`src/rtl/casez_req_scheduler_pkg.sv`:
```
// Shared types and helpers for the casez request scheduler.
package casez_sched_pkg;

  typedef enum logic [1:0] {
    IDLE  = 2'd0,
    OFFER = 2'd1,
    GAP   = 2'd2
  } state_t;

  localparam logic [1:0] IDX3 = 2'd3;
  localparam logic [1:0] IDX2 = 2'd2;
  localparam logic [1:0] IDX1 = 2'd1;
  localparam logic [1:0] IDX0 = 2'd0;

  // One-hot mask for a 2-bit request index.
  function automatic logic [3:0] onehot4(input logic [1:0] code);
    onehot4 = 4'b0001 << code;
  endfunction

endpackage

```
`src/rtl/casez_req_scheduler_prio_enc.sv`:
```
// Combinational priority selector over the pending requests; bit3 wins.
module casez_prio_enc
  import casez_sched_pkg::*;
(
  input  logic [3:0] pending,
  output logic       hit,
  output logic [1:0] idx
);

  always_comb begin
    hit = 1'b1;
    idx = IDX0;
    casez (pending)
      4'b1???: idx = IDX3;
      4'b01??: idx = IDX2;
      4'b001?: idx = IDX1;
      4'b0001: idx = IDX0;
      default: hit = 1'b0;
    endcase
  end

endmodule

```
`src/rtl/casez_req_scheduler.sv`:
```
// Request scheduler: pending register, casez priority pick, valid/ready offer, post-grant gap.
// Optional per-index grant counters when CASEZ_SCHED_STATS_EN is defined.
module casez_req_scheduler
  import casez_sched_pkg::*;
#(
  parameter int unsigned GAP_CYCLES = 2
`ifdef CASEZ_SCHED_STATS_EN
  ,
  parameter int unsigned CNT_W = 8
`endif
) (
  input  logic       clk,
  input  logic       rst,
  input  logic [3:0] req_in,
  input  logic       out_ready,
  output logic       out_valid,
  output logic [1:0] out_code,
  output logic [3:0] pending,
  output logic       busy
`ifdef CASEZ_SCHED_STATS_EN
  ,
  output logic [4*CNT_W-1:0] grant_cnt
`endif
);

  localparam int unsigned GAP_W = (GAP_CYCLES > 1) ? $clog2(GAP_CYCLES) : 1;
  localparam logic [GAP_W-1:0] GAP_LAST = GAP_W'((GAP_CYCLES > 0) ? GAP_CYCLES - 1 : 0);

  state_t           state;
  state_t           state_nxt;
  logic [GAP_W-1:0] gap_cnt;
  logic [GAP_W-1:0] gap_cnt_nxt;
  logic             out_valid_nxt;
  logic [1:0]       out_code_nxt;
  logic             hit;
  logic [1:0]       sel_idx;
  logic             hs;
  logic [3:0]       clr_mask;
  logic [3:0]       pending_nxt;

  casez_prio_enc u_prio_enc (
    .pending (pending),
    .hit     (hit),
    .idx     (sel_idx)
  );

  assign hs          = out_valid & out_ready;
  assign clr_mask    = hs ? onehot4(out_code) : 4'b0000;
  // A request arriving on its own retire edge re-queues it.
  assign pending_nxt = (pending & ~clr_mask) | req_in;

  always_ff @(posedge clk) begin
    if (rst) state <= IDLE;
    else     state <= state_nxt;
  end

  always_comb begin
    state_nxt = state;
    case (state)
      IDLE:    if (hit) state_nxt = OFFER;
      OFFER:   if (hs) state_nxt = (GAP_CYCLES > 0) ? GAP : IDLE;
      GAP:     if (gap_cnt == GAP_LAST) state_nxt = IDLE;
      default: state_nxt = IDLE;
    endcase
  end

  // Offer is latched in IDLE and frozen until the consumer takes it.
  always_comb begin
    out_valid_nxt = out_valid;
    out_code_nxt  = out_code;
    gap_cnt_nxt   = gap_cnt;
    case (state)
      IDLE: begin
        if (hit) begin
          out_valid_nxt = 1'b1;
          out_code_nxt  = sel_idx;
        end
      end
      OFFER: begin
        if (hs) begin
          out_valid_nxt = 1'b0;
          gap_cnt_nxt   = '0;
        end
      end
      GAP: begin
        gap_cnt_nxt = (gap_cnt == GAP_LAST) ? '0 : gap_cnt + GAP_W'(1);
      end
      default: begin
        out_valid_nxt = 1'b0;
        gap_cnt_nxt   = '0;
      end
    endcase
  end

  always_ff @(posedge clk) begin
    if (rst) begin
      pending   <= 4'b0000;
      out_valid <= 1'b0;
      out_code  <= IDX0;
      gap_cnt   <= '0;
      busy      <= 1'b0;
    end else begin
      pending   <= pending_nxt;
      out_valid <= out_valid_nxt;
      out_code  <= out_code_nxt;
      gap_cnt   <= gap_cnt_nxt;
      busy      <= (state_nxt != IDLE);
    end
  end

`ifdef CASEZ_SCHED_STATS_EN
  // Saturating per-index grant counters.
  always_ff @(posedge clk) begin
    if (rst) begin
      grant_cnt <= '0;
    end else if (hs) begin
      for (int i = 0; i < 4; i++) begin
        if (out_code == 2'(i) && grant_cnt[CNT_W*i +: CNT_W] != {CNT_W{1'b1}}) begin
          grant_cnt[CNT_W*i +: CNT_W] <= grant_cnt[CNT_W*i +: CNT_W] + CNT_W'(1);
        end
      end
    end
  end
`endif

endmodule
```
`config.mk`:
```
export PLATFORM = sky130hd
export DESIGN_NAME = casez_req_scheduler
export DESIGN_NICKNAME = d
export VERILOG_FILES = /design/src/rtl/casez_req_scheduler_pkg.sv /design/src/rtl/casez_req_scheduler_prio_enc.sv /design/src/rtl/casez_req_scheduler.sv
export SDC_FILE = /design/constraint.sdc
export NUM_CORES = 1
export LEC_CHECK = 0
export CAP_MARGIN = 10
export CORE_AREA = 2 2 39 41
export CTS_BUF_LIST = sky130_fd_sc_hd__clkbuf_4 sky130_fd_sc_hd__clkbuf_8
export DETAILED_ROUTE_END_ITERATION = 6
export DIE_AREA = 0 0 41 43
export GPL_ROUTABILITY_DRIVEN = 0
export GPL_TIMING_DRIVEN = 0
export PLACE_DENSITY = 0.71
export SYNTH_ARGS = -nofsm -noshare
export SYNTH_HDL_FRONTEND = slang
export SYNTH_SLANG_ARGS = --single-unit
```
`constraint.sdc`:
```
create_clock -name clk -period 2.44 [get_ports clk]
set_input_delay 0.488 -clock clk [delete_from_list [all_inputs] [get_ports clk]]
set_output_delay 0.488 -clock clk [all_outputs]
set_load 0.01 [all_outputs]
```
==> impl_metrics.tcl, run 1 <==
set metrics [dict create \
    wl_per_cell_um 13.1 \
    cp-start-kind "flop" \
    power_switching_share_pct 28.1 \
    fin_worst_skew_ns 0.00182 \
    layoutNonFillerInstCount 85 \
    dp.cells 81 \
    critPathKind "flop to output port" \
    synth_commonest_cells "dfxtp_1, a21oi_1, nor2_1" \
    ios 15 \
    critPathMaxStageDelay_ns 0.59 \
    outcome "complete, no violations" \
    cts_sinks 11 \
    cts-resized-gates 0 \
    met1_usage_pct 15.6 \
    ys_ff_latch 11 \
    yosysTopAreaCellShare_pct 48.1 \
    clock_path_buffers 2 \
    cts_tree "yes" \
    dieArea_um2 1760 \
    antenna_found_initial 0 \
    slew_viol_final 0 \
    combPwrFrac_pct 21.8 \
    synth_nets 58 \
    ys_top_cells_by_area "dfxtp_1, a21oi_1, o41ai_4" \
    final_antenna_net_count 0 \
    numCtsBuffers 3 \
    hp-class "flop to flop" \
    worst_pin_slew_ns 0.437 \
    grt_pass1_vias 441 \
    die_height_um 43 \
    routed_via_density 5.38 \
    endpoint_kind "output port" \
    synth-edff-count 0 \
    antenna_cells 0 \
    p_per_area_nw_per_um2 708 \
    vias 457 \
    layout-drive-gt1-share_pct 10.1 \
    synth-xor-area-share_pct 0 \
    multi_input_area_um2 226 \
    drtPass1Iterations 4 \
    gr-total-overflow 0 \
    postSynth.topFlopCell "dfxtp_1" \
    grt_pass1_wl_mm 1.77 \
    drt_iter0_drc 10 \
    portBuffers 14 \
    area_growth_pct 41.5 \
    max_clock_freq_ghz 0.552 \
    cap_violations 0 \
    critPathRequiredTime_ns 1.95 \
    finalNetCount 77 \
    peakVddDrop_mv 0.322 \
    synth_mux_area_share_pct 0 \
    hold_viol 0 \
    track_usage_pct 14.7 \
    crit_chain "clkdlybuf4s50_1" \
    clkSlewWorstSetupHoldPaths_ns 0.07 \
    drcViolationCount 0 \
    crit_family "buffers and inverters" \
    crit_slowest_cell "clkdlybuf4s50_1" \
    core_area_um2 1380 \
    utilization_pct 46.8 \
    async_flop_share_pct 0 \
    layout_setup_ws_ns 0.629 \
    yosysMostFrequentCell "dfxtp_1" \
    dp_hpwl_um 840 \
    crit_buf_inv 1 \
    synth-simple-area-share_pct 23.8 \
    die_x_um 41 \
    clk_latency_ns 0.26 \
    synth_cells 51 \
    clockRootBuffer "clkbuf_4" \
    setup_viol 0 \
    grt_util_met3_pct 3.14 \
    p_int_uw 330 \
    seqPwrFrac_pct 49.2 \
    grt_max_degree 11 \
    grt_use_met2_pct 25.0 \
    netlist_area_um2 458 \
    start_util_pct 33.1 \
    yosysSeqAreaShare_pct 48.1 \
    place_ws_ns 0.838 \
    crit_fanout 5 \
    synth_top_family_by_area "compound AO/OA/AOI/OAI gates" \
    fillCellCount 143 \
    yosys.area_share.adder_pct 0 \
    relSlewSlack_pct 70.9 \
    finalInstanceArea_um2 648 \
    place_area_um2 618 \
    rows 14 \
    cts_hold_buf 0 \
    finalCriticalPeriod_ns 1.81 \
    yosys.area.top_type "dfxtp_1" \
    htreeDepth 1 \
    seq_area_um2 220 \
    power.share.clock_pct 29.0 \
    synth_compound_area_share_pct 25.7 \
    routed_wl_mm 1.11 \
    finalCritPeriodShare_pct 74.2 \
    post-cts-setup-buffers 0 \
    cp.arrival_ns 1.32 \
    rsz0062_at_grt "false" \
    syn_avg_cell_area_um2 8.98 \
    grt-busiest-layer "met2" \
    switchingPower_uw 129 \
    tns_ns 0 \
    p_leak_nw 0.242 \
    ys_types 19 \
    yosysWarnings 0 \
]
[worst min-delay path: stages, from the launching register on]
cell	delay, ns
dfxtp_1	0.32
nand3b_1	0.08
a21oi_1	0.06
[state kept, by name, summed over array words and instances (netlist names)]
signal     flops
gap_cnt        1
out_valid      1
pending        4
busy           1
out_code       2
state          2
[placed cells by master, fill, tap and decap left out, drive strengths merged]
cell / instances
nand3b: 1
nor2: 7
o41ai: 1
o21ai: 2
nor4: 1
a21o: 1
o31ai: 1
and2b: 1
nand3: 2
inv: 2
clkdlybuf4s50: 14
a221oi: 1
nand4b: 2
nor3: 2
nand2: 4
nand4: 1
clkbuf: 5
a21oi: 10
dfxtp: 11
[worst paths after layout]
| check | from | cells past startpoint | slack, ns | to |
|---|---|---|---|---|
| hold reg to reg | gap_cnt$_SDFFE_PP0P_ | 2 | 0.50 | gap_cnt$_SDFFE_PP0P_ |
| setup / recovery | pending[2]$_SDFF_PP0_ | 1 | 0.63 | pending[2] |
| setup reg to reg | pending[2]$_SDFF_PP0_ | 2 | 1.33 | out_code[0]$_SDFFE_PP0P_ |
| hold / removal | gap_cnt$_SDFFE_PP0P_ | 2 | 0.50 | gap_cnt$_SDFFE_PP0P_ |
[layout make-up]
class,instances,share of cell area (%)
Timing Repair Buffer,14,21.6
Buffer,1,0.579
Tap cell,16,3.09
Sequential cell,11,34.0
Inverter,2,1.16
Multi-Input combinational cell,37,34.9
Clock buffer,4,4.63
[routing by layer]
layer	wire length, um	vias up
li1	-	227
met1	464	213
met2	577	15
met3	64	2
met4	4	0
met5	0	-
[power by group through the flow]
| stage | clock (mW) | combinational (mW) | sequential (mW) |
|---|---|---|---|
| global route | 0.148 | 0.110 | 0.230 |
| finish | 0.133 | 0.0998 | 0.226 |
| CTS | 0.140 | 0.101 | 0.226 |
| floorplan | 0 | 0.0463 | 0.230 |
| global placement | 0 | 0.0976 | 0.229 |
| detailed placement | 0 | 0.101 | 0.230 |
[per-stage QoR]
stage | hold slack [ns] | total power, mW
floorplan | 0.464 | 0.277
global placement | 0.476 | 0.326
detailed placement | 0.485 | 0.331
CTS | 0.497 | 0.467
global route | 0.520 | 0.488
finish | 0.505 | 0.459
[logic make-up (layout without fill, tap and decap cells)]
logic type,count (synthesis),count (layout)
AOI/OAI and AO/OA,16,16
DFF,11,11
buffers and inverters,3,21
and+or+nand+nor,21,21
Note: power is estimated with default switching activity, not from simulation.
==> run 2: changes to the inputs <==
--- a/config.mk
+++ b/config.mk
@@ -12,7 +12,7 @@
 export DIE_AREA = 0 0 41 43
 export GPL_ROUTABILITY_DRIVEN = 0
 export GPL_TIMING_DRIVEN = 0
-export PLACE_DENSITY = 0.71
+export PLACE_DENSITY = 0.73
 export SYNTH_ARGS = -nofsm -noshare
 export SYNTH_HDL_FRONTEND = slang
 export SYNTH_SLANG_ARGS = --single-unit
==> constraint.sdc (replaced) <==
create_clock -name clk -period 1.6 [get_ports clk]
set_input_delay 0.32 -clock clk [delete_from_list [all_inputs] [get_ports clk]]
set_output_delay 0.32 -clock clk [all_outputs]
set_load 0.01 [all_outputs]
==> impl_metrics.tcl, run 2 (synthesis results as in run 1) <==
set metrics [dict create \
    numCtsBuffers 3 \
    fillCellCount 132 \
    slew_viol_final 0 \
    p_per_area_nw_per_um2 1070 \
    clock_path_buffers 2 \
    met1_usage_pct 19.7 \
    vias 443 \
    setup_viol 0 \
    die_x_um 41 \
    dp_hpwl_um 708 \
    crit_family "buffers and inverters" \
    power_switching_share_pct 27.5 \
    place_area_um2 618 \
    endpoint_kind "output port" \
    ios 15 \
    largest_register_ff_count 4 \
    antenna_found_initial 0 \
    antenna_cells 0 \
    fin_worst_skew_ns 0.00684 \
    gr-total-overflow 0 \
    crit_slowest_cell "clkdlybuf4s50_1" \
    r2r_slack_ns 0.52 \
    cts_hold_buf 0 \
    clockRootBuffer "clkbuf_4" \
    finalCritPeriodShare_pct 96.2 \
    crit_chain "clkdlybuf4s50_1" \
    area_growth_pct 43.4 \
    rsz0062_at_grt "false" \
    grt_pass1_vias 377 \
    max_clock_freq_ghz 0.650 \
    cap_violations 0 \
    dp.cells 81 \
    grt-busiest-layer "met1" \
    final_antenna_net_count 0 \
    portBuffers 14 \
    grt_util_met3_pct 7.85 \
    peakVddDrop_mv 0.547 \
    crit_buf_inv 1 \
    finalInstanceArea_um2 657 \
    grt_pass1_wl_mm 1.73 \
    switchingPower_uw 193 \
    finalCriticalPeriod_ns 1.54 \
    worst_r2r_path_depth 2 \
    post-cts-setup-buffers 0 \
    reg.largest.list "pending x4, out_code x2, state x2" \
    r2r_start "pending[3]$_SDFF_PP0_" \
    rows 14 \
    drt_iter0_drc 10 \
    wl_per_cell_um 11.4 \
    utilization_pct 47.5 \
    whs_endpoint "out_code[0]$_SDFFE_PP0P_" \
    holdCritStartpoint "out_code[0]$_SDFFE_PP0P_" \
    p_leak_nw 0.243 \
    cp.arrival_ns 1.22 \
    relSlewSlack_pct 70.8 \
    outcome "complete, no violations" \
    core_area_um2 1380 \
    hold_viol 0 \
    layoutNonFillerInstCount 85 \
    hold_path_depth 2 \
    clkSlewWorstSetupHoldPaths_ns 0.07 \
    routed_wl_um 968 \
    worst_pin_slew_ns 0.439 \
    p_int_uw 507 \
    place_ws_ns 0.150 \
    cts_sinks 11 \
    finalNetCount 77 \
    seqPwrFrac_pct 49.5 \
    die_height_um 43 \
    htreeDepth 1 \
    drtPass1Iterations 4 \
    track_usage_pct 14.5 \
    start_util_pct 33.1 \
    layout_commonest_cell "clkdlybuf4s50_1" \
    layout_setup_ws_ns 0.0609 \
    critPathRequiredTime_ns 1.28 \
    crit_fanout 8 \
    tns_ns 0 \
    cp-start-kind "flop" \
    cts_tree "yes" \
    layout_common_cells "clkdlybuf4s50_1, a21oi_1, dfxtp_2" \
    regMostFlops "pending" \
    dieArea_um2 1760 \
    rr_endpoint "out_valid$_SDFFE_PP0P_" \
    grt_use_met2_pct 19.4 \
    p_total_uw 700 \
    power.share.clock_pct 28.9 \
    hp-class "flop to flop" \
    clk_latency_ns 0.27 \
    whs_ns 0.494 \
    combPwrFrac_pct 21.5 \
    critPathMaxStageDelay_ns 0.56 \
    drcViolationCount 0 \
    routed_via_density 5.21 \
    layout-drive-gt1-share_pct 20.3 \
    critPathKind "flop to output port" \
    grt_max_degree 11 \
]
==> run 2: timing repair <==
item | 4_1_cts | 5_1_grt
cloned | 0 | 0
gates resized for setup | 5 | 2
setup endpoints to repair | 5 | 2
pin swaps | 0 | 0
==> run 2: per-layer routing <==
metal	vias to the layer above	routed length [um]	part of all wire [%]
li1	223	-	-
met1	204	444	46
met2	16	441	46
met3	0	83	8.6
met4	0	0	0
met5	-	0	0
==> run 2: layout make-up <==
type                       count  area [um2]  share of cell area, %
buffer                         1        3.75                  0.571
clock buffer                   4        30.0                   4.57
inverter                       2        7.51                   1.14
multi-input combinational     37         226                   34.5
sequential                    11         229                   34.9
tap                           16        20.0                   3.05
timing repair buffer          14         140                   21.3
==> run 2: how the worst max path moves through the flow <==
stage                              from                        to  slack, ns  cells past startpoint
2_1_floorplan     pending[3]$_SDFF_PP0_  out_code[0]$_SDFFE_PP0P_       0.57                      2
3_3_place_gp                        rst     pending[0]$_SDFF_PP0_       0.17                      3
3_5_place_dp                  out_ready     pending[0]$_SDFF_PP0_       0.15                      4
4_1_cts        out_code[1]$_SDFFE_PP0P_               out_code[1]       0.02                      1
5_1_grt          out_valid$_SDFFE_PP0P_                 out_valid      0.004                      1
6_report         out_valid$_SDFFE_PP0P_                 out_valid       0.06                      1
==> run 2: power groups by stage <==
stage	registers, mW	clock network, mW	logic, mW
3_5_place_dp	0.349	0	0.151
3_3_place_gp	0.349	0	0.149
4_1_cts	0.345	0.211	0.152
6_report	0.347	0.203	0.151
2_1_floorplan	0.351	0	0.0707
5_1_grt	0.354	0.227	0.168
